### config.mk
export PLATFORM = sky130hd
export DESIGN_NAME = text_value_fetch
export DESIGN_NICKNAME = d
export VERILOG_FILES = /design/src/rtl/text_value_fetch.sv
export SDC_FILE = /design/constraint.sdc
export NUM_CORES = 1
export LEC_CHECK = 0
export ABC_AREA = 1
export CAP_MARGIN = 40
export CORE_ASPECT_RATIO = 1.75
export CORE_MARGIN = 2
export CORE_UTILIZATION = 40
export DETAILED_ROUTE_END_ITERATION = 8
export PLACE_DENSITY = 0.69
export SKIP_CTS_REPAIR_TIMING = 1
export SLEW_MARGIN = 20
export SYNTH_ARGS = -nofsm -noshare
export SYNTH_HDL_FRONTEND = slang
export SYNTH_SLANG_ARGS = --single-unit
### constraint.sdc
create_clock -name CLOCK_50 -period 1.5 [get_ports CLOCK_50]
set_clock_uncertainty 0.05 [all_clocks]
set_input_delay 0.15 -clock CLOCK_50 [delete_from_list [all_inputs] [get_ports CLOCK_50]]
set_output_delay 0.15 -clock CLOCK_50 [all_outputs]
set_load 0.02 [all_outputs]
### src/rtl/text_value_fetch.sv
// Per-frame fetch of a value table from a memory read port, delivered to the
// text-overlay value table as single-cycle update strobes (optional BCD conversion).
module text_value_fetch #(
   parameter int unsigned ENTRY_COUNT = 20,
   parameter logic [23:0] BASE_ADDR   = 24'h000000,
   parameter int unsigned TIMEOUT     = 255,
   parameter int unsigned BCD_MODE    = 1
) (
   input  logic        CLOCK_50,
   input  logic        RST_N,
   input  logic        frameStart,
   input  logic        resetMode,
   output logic        memReq,
   output logic [23:0] memAddr,
   input  logic        memAck,
   input  logic [15:0] memData,
   output logic [23:0] ramAddress,
   output logic [15:0] ramData,
   output logic        flagReadOK,
   output logic        busy,
   output logic        timeoutErr
);

   typedef enum logic [1:0] {IDLE, REQ, CONV, EMIT} stateT;

   localparam logic [7:0]  LAST_IDX   = 8'(ENTRY_COUNT - 1);
   localparam logic [7:0]  TIMER_LAST = 8'(TIMEOUT - 1);
   localparam logic [15:0] BCD_MAX    = 16'd999;

   stateT       state;
   logic [7:0]  idx;
   logic [7:0]  timer;
   logic [9:0]  bin;
   logic [11:0] bcd;
   logic [3:0]  bitCnt;

   logic [11:0] bcdAdj;
   logic [11:0] bcdNext;
   logic [9:0]  binNext;

   // One double-dabble iteration: add 3 to every digit >= 5, then shift the
   // binary MSB into the BCD register.
   always_comb begin
      bcdAdj = bcd;
      for (int unsigned n = 0; n < 3; n++) begin
         if (bcd[n*4 +: 4] >= 4'd5)
            bcdAdj[n*4 +: 4] = bcd[n*4 +: 4] + 4'd3;
      end
      {bcdNext, binNext} = {bcdAdj, bin} << 1;
   end

   always_ff @(posedge CLOCK_50) begin
      if (!RST_N) begin
         state      <= IDLE;
         memReq     <= 1'b0;
         flagReadOK <= 1'b0;
         busy       <= 1'b0;
         timeoutErr <= 1'b0;
         ramAddress <= '0;
         ramData    <= '0;
         memAddr    <= BASE_ADDR;
         idx        <= '0;
         timer      <= '0;
         bin        <= '0;
         bcd        <= '0;
         bitCnt     <= '0;
      end else if (resetMode) begin
         // Abort without touching idx, timeoutErr or the table outputs.
         state      <= IDLE;
         memReq     <= 1'b0;
         flagReadOK <= 1'b0;
         busy       <= 1'b0;
      end else begin
         flagReadOK <= 1'b0;
         case (state)
            IDLE: begin
               if (frameStart) begin
                  idx        <= '0;
                  timeoutErr <= 1'b0;
                  memAddr    <= BASE_ADDR;
                  timer      <= '0;
                  memReq     <= 1'b1;
                  busy       <= 1'b1;
                  state      <= REQ;
               end
            end
            REQ: begin
               if (memAck) begin
                  memReq <= 1'b0;
                  if (BCD_MODE != 0) begin
                     bin    <= (memData > BCD_MAX) ? 10'd999 : memData[9:0];
                     bcd    <= '0;
                     bitCnt <= '0;
                     state  <= CONV;
                  end else begin
                     ramData    <= memData;
                     ramAddress <= {16'h0000, idx};
                     flagReadOK <= 1'b1;
                     state      <= EMIT;
                  end
               end else if (timer == TIMER_LAST) begin
                  timeoutErr <= 1'b1;
                  memReq     <= 1'b0;
                  busy       <= 1'b0;
                  state      <= IDLE;
               end else begin
                  timer <= timer + 8'd1;
               end
            end
            CONV: begin
               bin    <= binNext;
               bcd    <= bcdNext;
               bitCnt <= bitCnt + 4'd1;
               if (bitCnt == 4'd9) begin
                  ramData    <= {4'h0, bcdNext};
                  ramAddress <= {16'h0000, idx};
                  flagReadOK <= 1'b1;
                  state      <= EMIT;
               end
            end
            EMIT: begin
               if (idx == LAST_IDX) begin
                  busy  <= 1'b0;
                  state <= IDLE;
               end else begin
                  idx     <= idx + 8'd1;
                  memAddr <= BASE_ADDR + {16'h0000, idx} + 24'd1;
                  timer   <= '0;
                  memReq  <= 1'b1;
                  state   <= REQ;
               end
            end
            default: state <= IDLE;
         endcase
      end
   end

endmodule
# [Word level (Yosys, flattened, before mapping)]
# Index checks and enable logic that the tools add are counted.
[op_classes] n_addsub=7 order_cmp=4 n_eq_ne=15 mux=39 bitwise=3 n_reduce_logical=15
[op_table] cell="$mux 24" count=2
[op_table] cell="$pmux 24 s2" count=1
[op_table] cell="$mux 8" count=5
[op_table] cell="$pmux 12 s2" count=1
[op_table] cell="$pmux 8 s3" count=1
[op_table] cell="$mux 10" count=2
[op_table] cell="$pmux 10 s2" count=1
[op_table] cell="$add 8x1->8 const B" count=2
[op_table] cell="$gt 16x10->1 const B" count=1
[op_table] cell="$ne 2x2->1 const B" count=8
[op_table] cell="$pmux 8 s2" count=1
[op_table] cell="$ge 4x3->1 const B" count=3
[op_table] cell="$mux 12" count=1
[op_table] cell="$mux 4" count=3
[op_table] cell="$mux 1" count=11
[op_table] cell="$reduce_and 5->1" count=2
[op_table] cell="$add 8x1->9 const B" count=1
[op_table] cell="$reduce_and 3->1" count=3
[op_table] cell="$add 4x2->4 const B" count=2
[op_table] cell="$eq 8x5->1 const B" count=1
[op_table] cell="$eq 8x8->1 const B" count=1
[op_table] cell="$mux 2" count=4
[op_table] cell="$pmux 2 s4" count=1
[op_table] cell="$pmux 4 s2" count=1
[op_table] cell="17 further kinds" count=24
[totals] register_bits=92 in_bits=21 elab_cells=96

# [Logic depth before layout (Yosys ltp)]
# Gate-level depths: netlist (run 1).
[depth] depth_word=4 ltp_mapped=13

# [Worst setup path before layout (run 1)]
# Ideal clock, no wire load.
[synth_timing] kind="register to register" from="reg state[0]" to="reg bin[4]" setup_time_ns=0.128 t_arrival_ns=1.462 required_ns=1.322 slack_ns=-0.139 stages_incl_launch_ff=13 path_buffers=2 path_cell_list="dfxtp_1 > inv_1 > ha_1 > buf_6 > nand2_4 > nand2_4 > nand2_8 > clkinv_2 > buf_6 > nand2_4 > o22ai_1 > nor2_1 > nor2_1"
[synth_via] elab_chain_len=3 elab_cells_between_ends=6 classes_between="3 x eq/ne; 1 x mux; 2 x reduce/logical"
[synth_rtl] item="start: declaration" line_no="30" source="stateT state;"
[synth_rtl] item="start signal: assignment" line_no="54" source="state <= IDLE;"
[synth_rtl] item="start signal: assignment" line_no="69" source="state <= IDLE;"
[synth_rtl] item="start signal: assignment" line_no="84" source="state <= REQ;"
[synth_rtl] item="$eq 2x1->1 / $eq 2x2->1 (equally long branches)" line_no="75" source="case (state)"
[synth_rtl] item="$ne 2x2->1 (no source line) / $reduce_bool 2->1 (equally long branches)"
[synth_rtl] item="$reduce_and 3->1 (no source line)"
[synth_rtl] item="end signal: assignment" line_no="91" source="bin <= (memData > BCD_MAX) ? 10'd999 : memData[9:0];"
[synth_rtl] item="end signal: assignment" line_no="111" source="bin <= binNext;"
[synth_rtl] item="end: declaration" line_no="33" source="logic [9:0] bin;"
# Several ways; a longest one is shown, not always the timed one.
# A chain may end at the register's enable or synchronous reset.

# [Final worst setup path (run 1)]
# Ends and elaborated chain as after synthesis.

==> results of run 1 <==
## critical path, cell delays in order (launching register included)
cell and delay [ns]:
dfxtp_4 0.36, buf_12 0.13, ha_4 0.18, clkinv_4 0.06
nand2_4 0.05, nand2_4 0.09, nand2_8 0.09, nor2_8 0.17
inv_4 0.07, nor3_2 0.15, nor2_1 0.06, nor2_1 0.07
## metal layers
metal | part of all wire | routed length [um]
met2 | 0.55 | 5810
met5 | 0 | 0
met4 | 0.043 | 458
met1 | 0.36 | 3810
met3 | 0.050 | 535
## cell families after synthesis
| logic type | Yosys count |
|---|---|
| simple gates | 243 |
| buf+inv | 112 |
| compound gates | 106 |
| flops | 69 |
| fa+ha+maj | 16 |
| xor+xnor | 9 |
| other cells | 1 |
## cell usage after synthesis, drive strengths merged
| library cell | n | share of area |
|---|---|---|
| inv | 59 | 0.058 |
| nand3 | 25 | 0.035 |
| o21bai | 1 | 0.0019 |
| nand2 | 107 | 0.12 |
| nand4 | 7 | 0.013 |
| clkbuf | 7 | 0.0068 |
| nor3 | 6 | 0.0090 |
| a31oi | 1 | 0.0016 |
| and3 | 1 | 0.0016 |
| a21boi | 1 | 0.0019 |
| nor4 | 2 | 0.0032 |
| ha | 16 | 0.052 |
| nor2 | 94 | 0.098 |
| xor2 | 8 | 0.018 |
| xnor2 | 1 | 0.0023 |
| conb | 1 | 0.00097 |
| clkinv | 1 | 0.0013 |
| nor3b | 1 | 0.0019 |
| buf | 45 | 0.088 |
| a21oi | 45 | 0.058 |
| dfxtp | 69 | 0.36 |
| o21ai | 56 | 0.072 |
| o22ai | 2 | 0.0032 |
## through the flow
stage | cells | setup TNS (ns) | instance area [sq um] | hold slack (ns)
global placement | 760 | -4.87 | 4760 | 0.413
global route | 789 | -3.85 | 5660 | 0.423
detailed placement | 760 | -6.30 | 4760 | 0.421
CTS | 774 | -5.70 | 5070 | 0.418
finish | 789 | -0.736 | 5660 | 0.404
floorplan | 590 | -0.260 | 4060 | 0.272
## cell type report
type / instances / area [sq um] / share of cell area
timing repair buffer: 111 / 1140 / 0.201
clock buffer: 9 / 225 / 0.0398
tap: 122 / 153 / 0.0269
sequential: 69 / 1400 / 0.247
multi-input combinational: 412 / 2400 / 0.424
inverter: 60 / 263 / 0.0464
clock inverter: 5 / 77.6 / 0.0137
timing repair inverter: 1 / 5.00 / 0.000884
## sequential cells by signal (all words and copies together), names as in the netlist, named ones only
register and cells:
memAddr 2, bcd 12, timer 8, state 1, memReq 1, ramData 12
flagReadOK 1, bin 10, timeoutErr 1, busy 1, bitCnt 4, ramAddress 8
idx 7
## power groups by stage
stage | combinational (mW) | sequential [mW] | clock (mW)
2_1_floorplan | 0.335 | 1.91 | 0
3_3_place_gp | 0.428 | 1.90 | 0
3_5_place_dp | 0.432 | 1.91 | 0
4_1_cts | 0.434 | 1.87 | 2.24
5_1_grt | 0.566 | 1.87 | 2.32
6_report | 0.524 | 1.87 | 2.21
## worst paths after layout
check                           startpoint      to  slack, ns  cells after the start
worst max-delay path              state[0]  bin[4]      -0.08                     11
worst min-delay path            memData[0]  bin[0]       0.40                      3
worst max register to register    state[0]  bin[4]      -0.08                     11
worst min register to register      bin[0]  bin[0]       0.42                      2
==> results.yml, run 1 <==
status:
  status: "complete, but fails checks"
  violations: "setup timing"
logic_synthesis:
  ys_ff_latch: 69
  synthMuxAreaShare: 0
  synth_area_sq_um: 3880
  yosys.area_share.simple: 0.278
  yosys_warnings: 0
  syn_area_per_cell_sq_um: 6.97
  synth-xor-area-share: 0.0203
  synth_cell_types: 38
  synth-compound-area-share: 0.139
  ys_seq_area_frac: 0.356
  synth_top_family_by_area: "simple AND/OR/NAND/NOR gates"
  syn_inst: 556
  synthAdderAreaFrac: 0.0516
power_and_ir_drop:
  ir_worst_vdd_mv: 0.798
  clkPwrFrac: 0.481
  p_total_mw: 4.60
  power_leakage_nw: 2.88
  internal-power_mw: 3.48
  p_per_area_nw_per_um2: 812
  switching_share: 0.243
  p_seq_frac: 0.406
  switching_power_mw: 1.12
  combPwrFrac: 0.114
global_routing:
  busiest_layer: "met2"
  grt_pass1_vias: 3683
  grt_max_degree: 28
  grtUsageTotal: 0.192
  grt_overflow: 0
  grt_antenna_before_repair: 0
  grt_use_met1: 0.190
  met2_usage: 0.355
  met3_usage: 0.0370
  grt_pass1_wl_mm: 15.9
placed_design:
  gp_routability_congestion: 0.884
  port_buffers: 53
  hpwlAfterDp_mm: 7.28
  place_worst_setup_slack_ns: -0.243
cts:
  cts_made_buffers: 9
  clock_sinks: 69
  clkSlewWorstSetupHoldPaths_ns: 0.05
  cts_root_buffer: "clkbuf_16"
  cts_htree_levels: 3
  insertion_delay_ns: 0.34
  cts_tree: "yes"
  cts.path.max_buffers: 2
sta:
  final_hold_viol_count: 0
  min_period_over_period: 1.05
  setup_slack_ns: -0.0794
  rsz0062_at_grt: "yes"
  slew_violations: 0
  finalCriticalPeriod_ns: 1.58
  fmax_mhz: 633
  finalSetupViolCount: 20
setup_path:
  path_class: "reg -> reg"
  worstPathRequired_ns: 1.73
  crit_fanout: 5
  arrival_ns: 1.81
  start_kind: "flip-flop"
  critPathCaptureType: "flip-flop"
floorplan:
  core_sq_um: 9470
  die_area_sq_um: 10500
  die_x_um: 78.4
  start_util: 0.410
  rows: 47
  die_h_um: 134
  pin_count: 89
routing:
  drt_iter0_markers: 236
  avgRoutedWirePerCell_um: 13.4
  first_pass_iters: 4
  antenna_left: 0
  drcViolationCount: 0
  drt-total-wl_mm: 10.6
  via_count: 3870
  vias_per_cell: 4.90
cells_and_area:
  n_fill_cell: 803
  antenna_cells: 0
  final_common_cell: "nand2_1"
  syn2layout_area_growth_pct: 46.1
  layout_common_cells: "nand2_1, nor2_1, dfxtp_1"
  final_nets: 701
  layout-drive-gt1-share: 0.259
  final_util: 0.598
job:
  cap_violations: 0
hold_path:
  hold_path_class: "in -> reg"
Power figures use the tool's default switching activity.
==> inputs of run 2 (changes only) <==
--- a/config.mk
+++ b/config.mk
@@ -8,7 +8,7 @@
 export ABC_AREA = 1
 export CAP_MARGIN = 40
 export CORE_ASPECT_RATIO = 1.75
-export CORE_MARGIN = 2
+export CORE_MARGIN = 1.5
 export CORE_UTILIZATION = 40
 export DETAILED_ROUTE_END_ITERATION = 8
 export PLACE_DENSITY = 0.69
==> results.yml, run 2 (same netlist as run 1, synthesis figures left out) <==
floorplan:
  start_util: 0.410
  die_area_sq_um: 10300
  pin_count: 89
  die_x_um: 77.4
  core_sq_um: 9470
  die_h_um: 133
  rows: 47
power_and_ir_drop:
  ir_worst_vdd_mv: 0.614
  power_leakage_nw: 3.00
  p_per_area_nw_per_um2: 741
hold_path:
  hp-start: "busy"
  hold_path_class: "reg -> reg"
  hold_depth: 2
  whs_endpoint: "busy"
placed_design:
  gp_routability_congestion: 0.933
  port_buffers: 53
  dp.cells: 763
  hpwlAfterDp_mm: 7.03
cells_and_area:
  layout-drive-gt1-share: 0.359
  layout_common_cells: "nand2_1, nor2_1, dfxtp_1"
  final_common_cell: "nand2_1"
  stdcell_count: 807
  top_regs: "bcd (12), ramData (12), bin (10)"
  syn2layout_area_growth_pct: 58.6
  final_nets: 717
  antenna_cells: 0
routing:
  via_count: 4037
  vias_per_cell: 5.00
  first_pass_iters: 4
  drcViolationCount: 0
  drt-total-wl_mm: 11.5
  antenna_left: 0
  drt_iter0_markers: 286
  avgRoutedWirePerCell_um: 14.2
setup_path:
  r2r_start: "state[0]"
  path_class: "reg -> reg"
  crit_fanout: 5
  reg2reg_setup_slack_ns: -0.10
  critPathTopFamily: "simple AND/OR/NAND/NOR gates"
  slowest_stage: "dfxtp_4"
  arrival_ns: 1.83
  start_kind: "flip-flop"
  rr_endpoint: "timer[5]"
  crit_buf_inv: 2
  worstPathRequired_ns: 1.72
  critPathCaptureType: "flip-flop"
  crit_chain: "buf_6 > ha_4 > buf_6 > nand3_4 > nand3_4 > nor2_4 > nand2_2 > a21oi_2"
  critPathMaxStageDelay_ns: 0.36
  r2r_cells: 8
cts:
  clock_sinks: 69
  cts_tree: "yes"
  cts.path.max_buffers: 2
  insertion_delay_ns: 0.34
  cts_root_buffer: "clkbuf_16"
  cts_htree_levels: 3
  clkSlewWorstSetupHoldPaths_ns: 0.06
  cts_made_buffers: 9
sta:
  final_hold_viol_count: 0
  hold_slack_ns: 0.411
  min_period_over_period: 1.07
  rsz0062_at_grt: "yes"
  slew_violations: 0
  finalCriticalPeriod_ns: 1.60
  setup_slack_ns: -0.104
  fmax_mhz: 623
  finalSetupViolCount: 47
global_routing:
  grt_pass1_vias: 3546
  grt_max_degree: 29
  grtUsageTotal: 0.194
  grt_pass1_wl_mm: 15.8
  grt_antenna_before_repair: 0
  grt_overflow: 0
status:
  status: "complete, but fails checks"
  violations: "setup timing"
job:
  cap_violations: 0
## run 2: cell count changes in the layout (fill, tap and decap cells not counted), moves of 6 or more
cell and delta:
a21oi_1 -20, a21oi_2 +20, o21ai_2 +15, o21ai_0 -11, nor2_1 -10, buf_4 +6, nor2_4 +6
## run 2: metal layers
layer / vias up / GRT usage / part of all wire
li1: 1968 / - / -
met3: 29 / 0.0329 / 0.039
met2: 134 / 0.360 / 0.56
met1: 1906 / 0.196 / 0.36
met4: 0 / 0.122 / 0.044
met5: - / 0 / 0
## run 2: power by group
group	switching, mW	internal (mW)
clock network	0.827	1.28
logic	0.350	0.228
registers	0.0155	1.85
total	1.19	3.36
## run 2: area by class of cell
class	count	area (sq um)
clock buffer	10	229
clock inverter	6	62.6
fill	738	3320
inverter	60	265
multi-input combinational	412	2710
sequential	69	1400
tap	122	153
timing repair buffer	124	1310
timing repair inverter	4	28.8
## run 2: worst min-delay path: stages (launching register included)
cell      delay [ns]
dfxtp_1         0.31
nand2_1         0.06
a21boi_1        0.05
## run 2: worst max-delay path by stage
stage               start        to  slack [ns]  depth (start not counted)
3_3_place_gp    resetMode  timer[0]       -0.12                          9
6_report         state[0]  timer[5]       -0.10                          8
5_1_grt          state[0]  timer[5]       -0.20                          8
3_5_place_dp   frameStart  timer[6]       -0.18                          9
2_1_floorplan   flip-flop   bcd[11]       -0.04                         12
4_1_cts         flip-flop  timer[3]       -0.21                          9
## run 2: metrics by stage
stage          utilization  total power, mW  setup slack (ns)  area [sq um]  setup TNS (ns)
6_report             0.650             4.56            -0.104          6150           -2.36
5_1_grt              0.650             4.70            -0.202          6150           -6.58
4_1_cts              0.535             4.43            -0.208          5060           -6.30
3_5_place_dp         0.504             2.33            -0.183          4770           -5.36
3_3_place_gp         0.504             2.33            -0.123          4770           -4.40
2_1_floorplan            -             2.25           -0.0425          4060          -0.260
==> inputs of run 3 (changes only) <==
--- a/config.mk
+++ b/config.mk
@@ -8,8 +8,9 @@
 export ABC_AREA = 1
 export CAP_MARGIN = 40
 export CORE_ASPECT_RATIO = 1.75
-export CORE_MARGIN = 1.5
+export CORE_MARGIN = 8
 export CORE_UTILIZATION = 40
+export CTS_CLUSTER_SIZE = 30
 export DETAILED_ROUTE_END_ITERATION = 8
 export PLACE_DENSITY = 0.69
 export SKIP_CTS_REPAIR_TIMING = 1
==> results.yml, run 3 (same netlist as run 1, synthesis figures left out) <==
sta:
  rsz0062_at_grt: "yes"
  slew_violations: 0
  fmax_mhz: 628
  setup_slack_ns: -0.0916
  finalSetupViolCount: 46
  final_hold_viol_count: 0
  hold_slack_ns: 0.404
  min_period_over_period: 1.06
  finalCriticalPeriod_ns: 1.59
cts:
  cts_made_buffers: 9
  clock_sinks: 69
  clkSlewWorstSetupHoldPaths_ns: 0.05
  cts.path.max_buffers: 2
  cts_tree: "yes"
  insertion_delay_ns: 0.34
  cts_htree_levels: 3
  cts_root_buffer: "clkbuf_16"
cells_and_area:
  final_util: 0.626
  final_nets: 718
  syn2layout_area_growth_pct: 52.8
  multi_input_area_sq_um: 2490
  top_regs: "bcd (12), ramData (12), bin (10)"
  regArea_sq_um: 1400
  antenna_cells: 0
  layout_common_cells: "nand2_1, nor2_1, dfxtp_1"
  final_common_cell: "nand2_1"
  n_fill_cell: 783
  layout-drive-gt1-share: 0.292
floorplan:
  die_area_sq_um: 13200
  die_x_um: 90.4
  rows: 47
  die_h_um: 146
  pin_count: 89
  core_sq_um: 9470
  start_util: 0.410
setup_path:
  worstPathRequired_ns: 1.72
  crit_chain: "inv_4 > ha_4 > buf_6 > nand3_4 > nand3_4 > nor2_4 > nand2_1 > a21oi_2"
  reg2reg_setup_slack_ns: -0.09
  crit_buf_inv: 2
  arrival_ns: 1.81
  slowest_stage: "dfxtp_4"
  cp-endpoint: "timer[5]"
  critPathCaptureType: "flip-flop"
  path_class: "reg -> reg"
  path_common_cell: "nand3_4"
  critPathMaxStageDelay_ns: 0.38
  start_kind: "flip-flop"
  critPathTopFamily: "simple AND/OR/NAND/NOR gates"
  r2r_cells: 8
  crit_fanout: 5
  rr_endpoint: "timer[5]"
  cp.depth: 8
global_routing:
  grtUsageTotal: 0.157
  grt_antenna_before_repair: 0
  grt_max_degree: 28
  grt_pass1_vias: 3811
  grt_pass1_wl_mm: 17.3
  grt_overflow: 0
power_and_ir_drop:
  power_leakage_nw: 2.87
  p_per_area_nw_per_um2: 783
  ir_worst_vdd_mv: 0.780
routing:
  vias_per_cell: 5.03
  via_count: 4054
  drt-total-wl_mm: 12.2
  route.met2.wl_mm: 6.63
  drt_iter0_markers: 226
  antenna_left: 0
  wl_met3_um: 753
  highest_layer: "met4"
  avgRoutedWirePerCell_um: 15.2
  drcViolationCount: 0
  met1_length_mm: 4.36
  first_pass_iters: 5
placed_design:
  port_buffers: 53
  hpwlAfterDp_mm: 7.87
  gp_routability_congestion: 0.874
hold_path:
  hold_path_class: "reg -> reg"
job:
  cap_violations: 0
status:
  status: "complete, but fails checks"
  violations: "setup timing"
## run 3: metal layers
metal	GRT usage	up-vias
met5	0	-
met4	0.0889	0
met3	0.0467	30
met2	0.291	145
met1	0.148	1909
li1	-	1970
## run 3: worst min path at each step
stage	start	endpoint	slack (ns)	cells after the start
2_1_floorplan	resetMode	state[0]	0.27	3
3_3_place_gp	bin[0]	bin[0]	0.40	2
3_5_place_dp	bin[0]	bin[0]	0.41	2
4_1_cts	memData[0]	bin[0]	0.41	3
5_1_grt	memData[0]	bin[0]	0.44	3
6_report	busy	busy	0.40	2
## run 3: cell type report
cell class                 count  area share
timing repair buffer         125       0.216
inverter                      60      0.0446
sequential                    69       0.236
clock buffer                   9      0.0380
clock inverter                 5      0.0129
multi-input combinational    412       0.421
timing repair inverter         4     0.00591
tap                          122      0.0258
## run 3: where the power goes
group / total, mW / internal, mW / switching (mW)
combinational: 0.552 / 0.214 / 0.338
sequential: 1.87 / 1.85 / 0.0172
clock: 2.22 / 1.43 / 0.787
total: 4.64 / 3.50 / 1.14
## run 3: worst reg2reg max path, stage by stage, from the launching register on
cell and delay, ns:
dfxtp_4 0.38, inv_4 0.06, ha_4 0.19, buf_6 0.13, nand3_4 0.09, nand3_4 0.11
nor2_4 0.23, nand2_1 0.12, a21oi_2 0.16
## run 3: through the flow
| stage | worst slack (ns) | cell area (sq um) | TNS [ns] | total power [mW] | instances |
|---|---|---|---|---|---|
| after global routing | -0.198 | 5930 | -6.11 | 4.80 | 806 |
| final | -0.0916 | 5930 | -1.89 | 4.64 | 806 |
| after global placement | -0.160 | 4820 | -5.13 | 2.34 | 768 |
| after floorplan | -0.0425 | 4060 | -0.260 | 2.25 | 590 |
| after CTS | -0.239 | 5120 | -5.77 | 4.54 | 782 |
| after detailed placement | -0.207 | 4820 | -6.64 | 2.34 | 768 |
